$ cat config.mk
export PLATFORM = sky130hd
export DESIGN_NAME = analog_update_arbiter
export DESIGN_NICKNAME = d
export VERILOG_FILES = /design/src/rtl/analog_update_arbiter.sv
export SDC_FILE = /design/constraint.sdc
export NUM_CORES = 1
export LEC_CHECK = 0
export ABC_AREA = 1
export CORE_ASPECT_RATIO = 1.25
export CORE_MARGIN = 2
export CORE_UTILIZATION = 40
export DETAILED_ROUTE_END_ITERATION = 12
export REMOVE_ABC_BUFFERS = 1
export SLEW_MARGIN = 30
export SYNTH_ARGS = -nofsm -noshare
export SYNTH_HDL_FRONTEND = slang
export SYNTH_SLANG_ARGS = --single-unit
$ cat constraint.sdc
create_clock -name clk -period 3.4 [get_ports clk]
set_input_delay 0.68 -clock clk [delete_from_list [all_inputs] [get_ports clk]]
set_output_delay 0.68 -clock clk [all_outputs]
set_load 0.01 [all_outputs]
$ cat src/rtl/analog_update_arbiter.sv
// Round-robin arbiter that serialises per-requester update pulses onto one shared
// upd_req/upd_ack analog update channel. Optional ack watchdog: define ARB_TIMEOUT_EN.
module analog_update_arbiter #(
  parameter int N_REQ   = 4,
  parameter int TIMEOUT = 64
) (
  input  logic             clk,
  input  logic             rstb,
  input  logic [N_REQ-1:0] req,
  output logic [N_REQ-1:0] done,
  output logic             upd_req,
  output logic [N_REQ-1:0] upd_sel,
  input  logic             upd_ack,
  output logic             busy,
  output logic             timeout_err,
  output logic [1:0]       o_dbg_state
);

  localparam int PW = (N_REQ > 1) ? $clog2(N_REQ) : 1;
  localparam int IW = PW + 1;

  // Channel handshake: upd_req is a single-cycle pulse per grant, raised in ISSUE;
  // upd_ack is honoured only in ISSUE and WAIT_ACK and ignored in every other state.
  typedef enum logic [1:0] {
    S_IDLE     = 2'd0,
    S_ISSUE    = 2'd1,
    S_WAIT_ACK = 2'd2,
    S_DONE     = 2'd3
  } state_t;

  state_t           r_state;
  logic [N_REQ-1:0] r_pending;
  logic [PW-1:0]    r_ptr;
  logic [PW-1:0]    r_sel;
  logic [N_REQ-1:0] r_done;
  logic [N_REQ-1:0] r_upd_sel;
  logic             r_upd_req;
  logic             r_busy;

  logic             w_found;
  logic [PW-1:0]    w_grant;
  logic [IW-1:0]    w_idx;
  logic [N_REQ-1:0] w_sel_onehot;
  logic [N_REQ-1:0] w_clr;
  logic [N_REQ-1:0] w_pending_next;
  logic [PW-1:0]    w_ptr_next;
  logic             w_expired;

  function automatic logic [N_REQ-1:0] f_onehot(input logic [PW-1:0] i);
    logic [N_REQ-1:0] v;
    v    = '0;
    v[i] = 1'b1;
    return v;
  endfunction

  // First pending bit at or above r_ptr, wrapping modulo N_REQ.
  always_comb begin
    w_found = 1'b0;
    w_grant = '0;
    w_idx   = '0;
    for (int k = 0; k < N_REQ; k++) begin
      w_idx = {1'b0, r_ptr} + IW'(k);
      if (w_idx >= IW'(N_REQ)) begin
        w_idx = w_idx - IW'(N_REQ);
      end
      if (!w_found && r_pending[w_idx[PW-1:0]]) begin
        w_found = 1'b1;
        w_grant = w_idx[PW-1:0];
      end
    end
  end

  assign w_sel_onehot   = f_onehot(r_sel);
  assign w_clr          = (r_state == S_DONE) ? w_sel_onehot : '0;
  // A request arriving on the clearing edge survives, so it is served again.
  assign w_pending_next = (r_pending & ~w_clr) | req;
  assign w_ptr_next     = (r_sel == PW'(N_REQ - 1)) ? '0 : r_sel + 1'b1;

`ifdef ARB_TIMEOUT_EN
  localparam int CW = ($clog2(TIMEOUT) > 8) ? $clog2(TIMEOUT) : 8;

  logic [CW-1:0] r_wait_cnt;
  logic          r_timeout_err;

  assign w_expired = (r_wait_cnt == CW'(TIMEOUT - 1));

  always_ff @(posedge clk or negedge rstb) begin
    if (!rstb) begin
      r_wait_cnt    <= '0;
      r_timeout_err <= 1'b0;
    end else begin
      if (r_state == S_ISSUE) begin
        r_wait_cnt <= '0;
      end else if (r_state == S_WAIT_ACK && !upd_ack && !w_expired) begin
        r_wait_cnt <= r_wait_cnt + 1'b1;
      end
      if (r_state == S_WAIT_ACK && !upd_ack && w_expired) begin
        r_timeout_err <= 1'b1;
      end
    end
  end

  assign timeout_err = r_timeout_err;
`else
  // Without the watchdog WAIT_ACK never expires; TIMEOUT has no effect.
  assign w_expired   = (TIMEOUT < 0);
  assign timeout_err = 1'b0;
`endif

  always_ff @(posedge clk or negedge rstb) begin
    if (!rstb) begin
      r_state   <= S_IDLE;
      r_pending <= '0;
      r_ptr     <= '0;
      r_sel     <= '0;
      r_done    <= '0;
      r_upd_sel <= '0;
      r_upd_req <= 1'b0;
      r_busy    <= 1'b0;
    end else begin
      r_pending <= w_pending_next;
      r_done    <= '0;
      r_upd_req <= 1'b0;
      case (r_state)
        S_IDLE: begin
          if (w_found) begin
            r_state   <= S_ISSUE;
            r_sel     <= w_grant;
            r_upd_sel <= f_onehot(w_grant);
            r_upd_req <= 1'b1;
            r_busy    <= 1'b1;
          end
        end
        S_ISSUE: begin
          if (upd_ack) begin
            r_state <= S_DONE;
            r_done  <= w_sel_onehot;
          end else begin
            r_state <= S_WAIT_ACK;
          end
        end
        S_WAIT_ACK: begin
          if (upd_ack || w_expired) begin
            r_state <= S_DONE;
            r_done  <= w_sel_onehot;
          end
        end
        S_DONE: begin
          r_state   <= S_IDLE;
          r_ptr     <= w_ptr_next;
          r_upd_sel <= '0;
          r_busy    <= 1'b0;
        end
        default: begin
          r_state <= S_IDLE;
        end
      endcase
    end
  end

  assign done        = r_done;
  assign upd_req     = r_upd_req;
  assign upd_sel     = r_upd_sel;
  assign busy        = r_busy;
  assign o_dbg_state = r_state;

endmodule

==> results.txt <==
The count of buffers inserted at the top-level ports was 18. The total buffers and inverters traversed by the critical path came out at 1. The tools report the die area as 3600 um2. The power density normalized to cell area is 901 nW/um2. The most numerous cell in the Yosys netlist is nand2_1. VDD sags by at most 0.000477 V. The tools report the quantity of gates resized following cts as 0. Before antenna repair, the detailed router went through 4 iterations.

0 antenna diodes ended up in the layout. The die is 54.1 um wide. Met2 track demand over resource: 0.273. Fill cells in the final layout number 298. The net switching fraction of the power is 0.492.

The height of the chip is 66.6 um, and the clock slew at the register clock pins of the worst setup and hold paths is 0.10 ns. The maximum cell stage delay along the critical path is 0.59 ns. In this design, the largest share of critical-path delay is due to buffers and inverters.

In the post-synthesis netlist, the biggest area contributors are dfrtp_1 40%, nand2_1 12%, ha_1 9.0%. The longest clock path from root to sink contains 2 buffers. The residual overflow from global routing is 0, and the synthesis warning total is 0. Once detail routing completed, the nets flagged for antenna violations numbered 0. The post-synthesis sequential area ratio was 0.399; the via count was 991. CTS placed an instance of clkbuf_4 at the clock tree root.

The count of routing violations after the opening detailed-route iteration was 25. The number of distinct library cell variants in the gate-level netlist after synthesis was 22; the netlist area before placement was 1250 um2. Area share of the largest cell type after synthesis: 0.399.

Among all flip-flop cells after synthesis, the most frequent one is dfrtp_1. After detailed routing, the number of vias per cell comes to 4.67. The tools report the leakage power as 0.000777 uW. Synthesis produced 159 cells.

The run gives 0.618 as the part of the power in combinational logic. Wires add up to 2.39 mm. For the worst-skew pair, the clock arrives at the later sink with an insertion delay of 0.29 ns. After legalization and detailed placement, the total HPWL measured 1.92 mm. The cell depth of the worst flop-to-flop path works out to 11.

The final number of hold-violating endpoints was 0. TritonCTS built the clock tree. For the met3 track utilization from global routing, the log shows 0.0202. After detailed routing, the average wire length per cell comes to 11.3 um.

The number of design rule violations left after detail routing was 0; the number of sinks handled by clock tree synthesis was 20. Setup slack closes at 1.36 ns. The tools report the area of the core region as 2970 um2. The type of the worst setup path was flop to primary output. Buffers inserted to repair hold after CTS numbered 0. Clock skew on the completed layout was measured at 0.00219 ns.

For the number of max-cap violations, the log shows 0. Ranked by instance count, the synthesized netlist is headed by 40 x nand2_1, 20 x dfrtp_1, 20 x inv_1, 18 x nand3_1, 11 x nor2_1. The met1 layer usage reported by global route was 0.206; the routability congestion estimate from global placement was 0.741. The number of antenna violations at the first check in global routing came out at 0. The sequential power share is 0.301.

The clock share of power was 0.081; the total net switching power was 649 uW. The type of the most critical hold path is input pin to asynchronous set/reset pin. The area growth from synthesis to layout was 16.7%.

TritonCTS created 3 clock buffers. In this run the most used layer during global routing was met2. The site row count is 22. In this run the critical register-to-register path is launched from r_ptr[0]. The post-synthesis async set-or-reset flop share is 1.00. The largest individual stage delay along the critical path comes from the cell clkdlybuf4s50_1. Data arrives at the worst endpoint at 1.36 ns.

The internal portion of the total power is 669 uW. The final clock period utilization by the worst path was 0.601; the number of enable-type register cells in the synthesized netlist was 0. The placed cell area was 1450 um2; the number of synthesized register bits was 20.

The worst setup path is captured at a primary output. Final hold analysis gives a worst-case slack of 0.313 ns. Post-CTS setup buffer count: 0.

The first global-routing pass estimated 4.29 mm of wire. Setup repair after global routing left no endpoint under its margin. The signal on the critical path passes through clkdlybuf4s50_1.

The logs give 1002 for the number of global-route vias before repair and 1.50 ns for the register-to-register setup slack. Setup total negative slack on the finished layout was measured at 0 ns. The post-layout minimum cycle time is 2.04 ns, and the top-level I/O count is 20. The run gives 1 as the H-tree level count. Averaged over all synthesized cells, the footprint is 7.88 um2. The number of max-slew violations in the final report is 0, and the maximum number of pins on one net before global-route repair is 21. Timing would allow up to 489 MHz. The run gives 1460 um2 as the post-layout instance area.

Share of cells above drive strength 1: 0.136. Total power for the finished layout comes to 1320 uW. Setup violations remaining at the end of the flow were counted as 0. The global-route usage over all layers was 0.165; the worst setup slack before clock tree synthesis was 1.52 ns. The tools report the endpoint required time on the critical path as 2.72 ns. Critical register-to-register path endpoint: upd_sel[2]. Worst-path maximum fanout: 7. The run finished with clean final reports. STA classifies the critical path startpoint as a flop.

The count of nets after finishing is 194, and the initial core utilization is 0.422. Summed over all instances, the cell type with the most area after synthesis is dfrtp_1.
==> worst max path at each step <==
stage,depth (start not counted),start,slack (ns),end
after floorplan,11,r_ptr[0],1.77,upd_sel[1]
after global routing,11,r_ptr[0],1.26,upd_sel[3]
final,1,o_dbg_state[0],1.36,o_dbg_state[0]
after CTS,1,o_dbg_state[0],1.34,o_dbg_state[0]
after detailed placement,11,r_ptr[0],1.52,upd_sel[2]
after global placement,11,r_ptr[0],1.58,upd_sel[1]
==> cells in the final DEF, fill, tap and decap left out, types with 3 or more instances in the layout <==
master,count
o21ai_0,5
dfrtp_1,20
nand2_2,7
nand2_1,40
nand3_1,18
inv_1,20
a21oi_1,6
ha_1,9
nand3_2,3
nor2_1,11
clkdlybuf4s50_1,17
clkbuf_4,3
or2_2,4
==> worst reg2reg max path, stage by stage, from the launching register on <==
cell and delay, ns:
dfrtp_1 0.62, inv_2 0.16, nand2_1 0.10, nand2_1 0.08, nand2_2 0.11, nand2_4 0.08, nor2_8 0.14, nand3_2 0.08
nand2_2 0.18, nor2_1 0.11, nand3_1 0.10, nand2_1 0.06
==> area by class of cell <==
| class | count | area (um2) | share of cell area |
|---|---|---|---|
| clock buffer | 3 | 22.5 | 0.0154 |
| inverter | 22 | 82.6 | 0.0565 |
| multi-input combinational | 113 | 637 | 0.435 |
| sequential | 20 | 500 | 0.342 |
| tap | 36 | 45.0 | 0.0308 |
| timing repair buffer | 18 | 175 | 0.120 |
==> per-layer routing <==
metal	up-vias	wire, um
li1	527	-
met1	448	1130
met2	11	1160
met3	5	45
met4	0	54
met5	-	0
==> flip-flops by register name, summed over array words and instances, names as in the netlist <==
name and count:
busy 1, done 4, o_dbg_state 2, r_pending 4, r_ptr 2, r_sel 2
upd_req 1, upd_sel 4
==> per-stage QoR <==
step	cells	util
floorplan	155	-
global placement	209	0.486
detailed placement	209	0.486
CTS	212	0.494
global route	212	0.492
finish	212	0.492
==> power groups by stage <==
stage               sequential [uW]  clock (uW)  combinational [uW]
floorplan                       409           0                 576
global placement                399           0                 806
detailed placement              402           0                 819
CTS                             397         114                 824
global route                    410         126                 931
finish                          396         107                 814
==> cells by family after synthesis <==
family / Yosys count / synth area share
adder cells (fa/ha/maj): 9 / 0.0898
other: 1 / 0.00299
buffers and inverters: 26 / 0.0928
flip-flops: 20 / 0.399
AO/OA/AOI/OAI: 14 / 0.0589
AND/OR/NAND/NOR: 89 / 0.356
(Power assumes the default switching activity.)
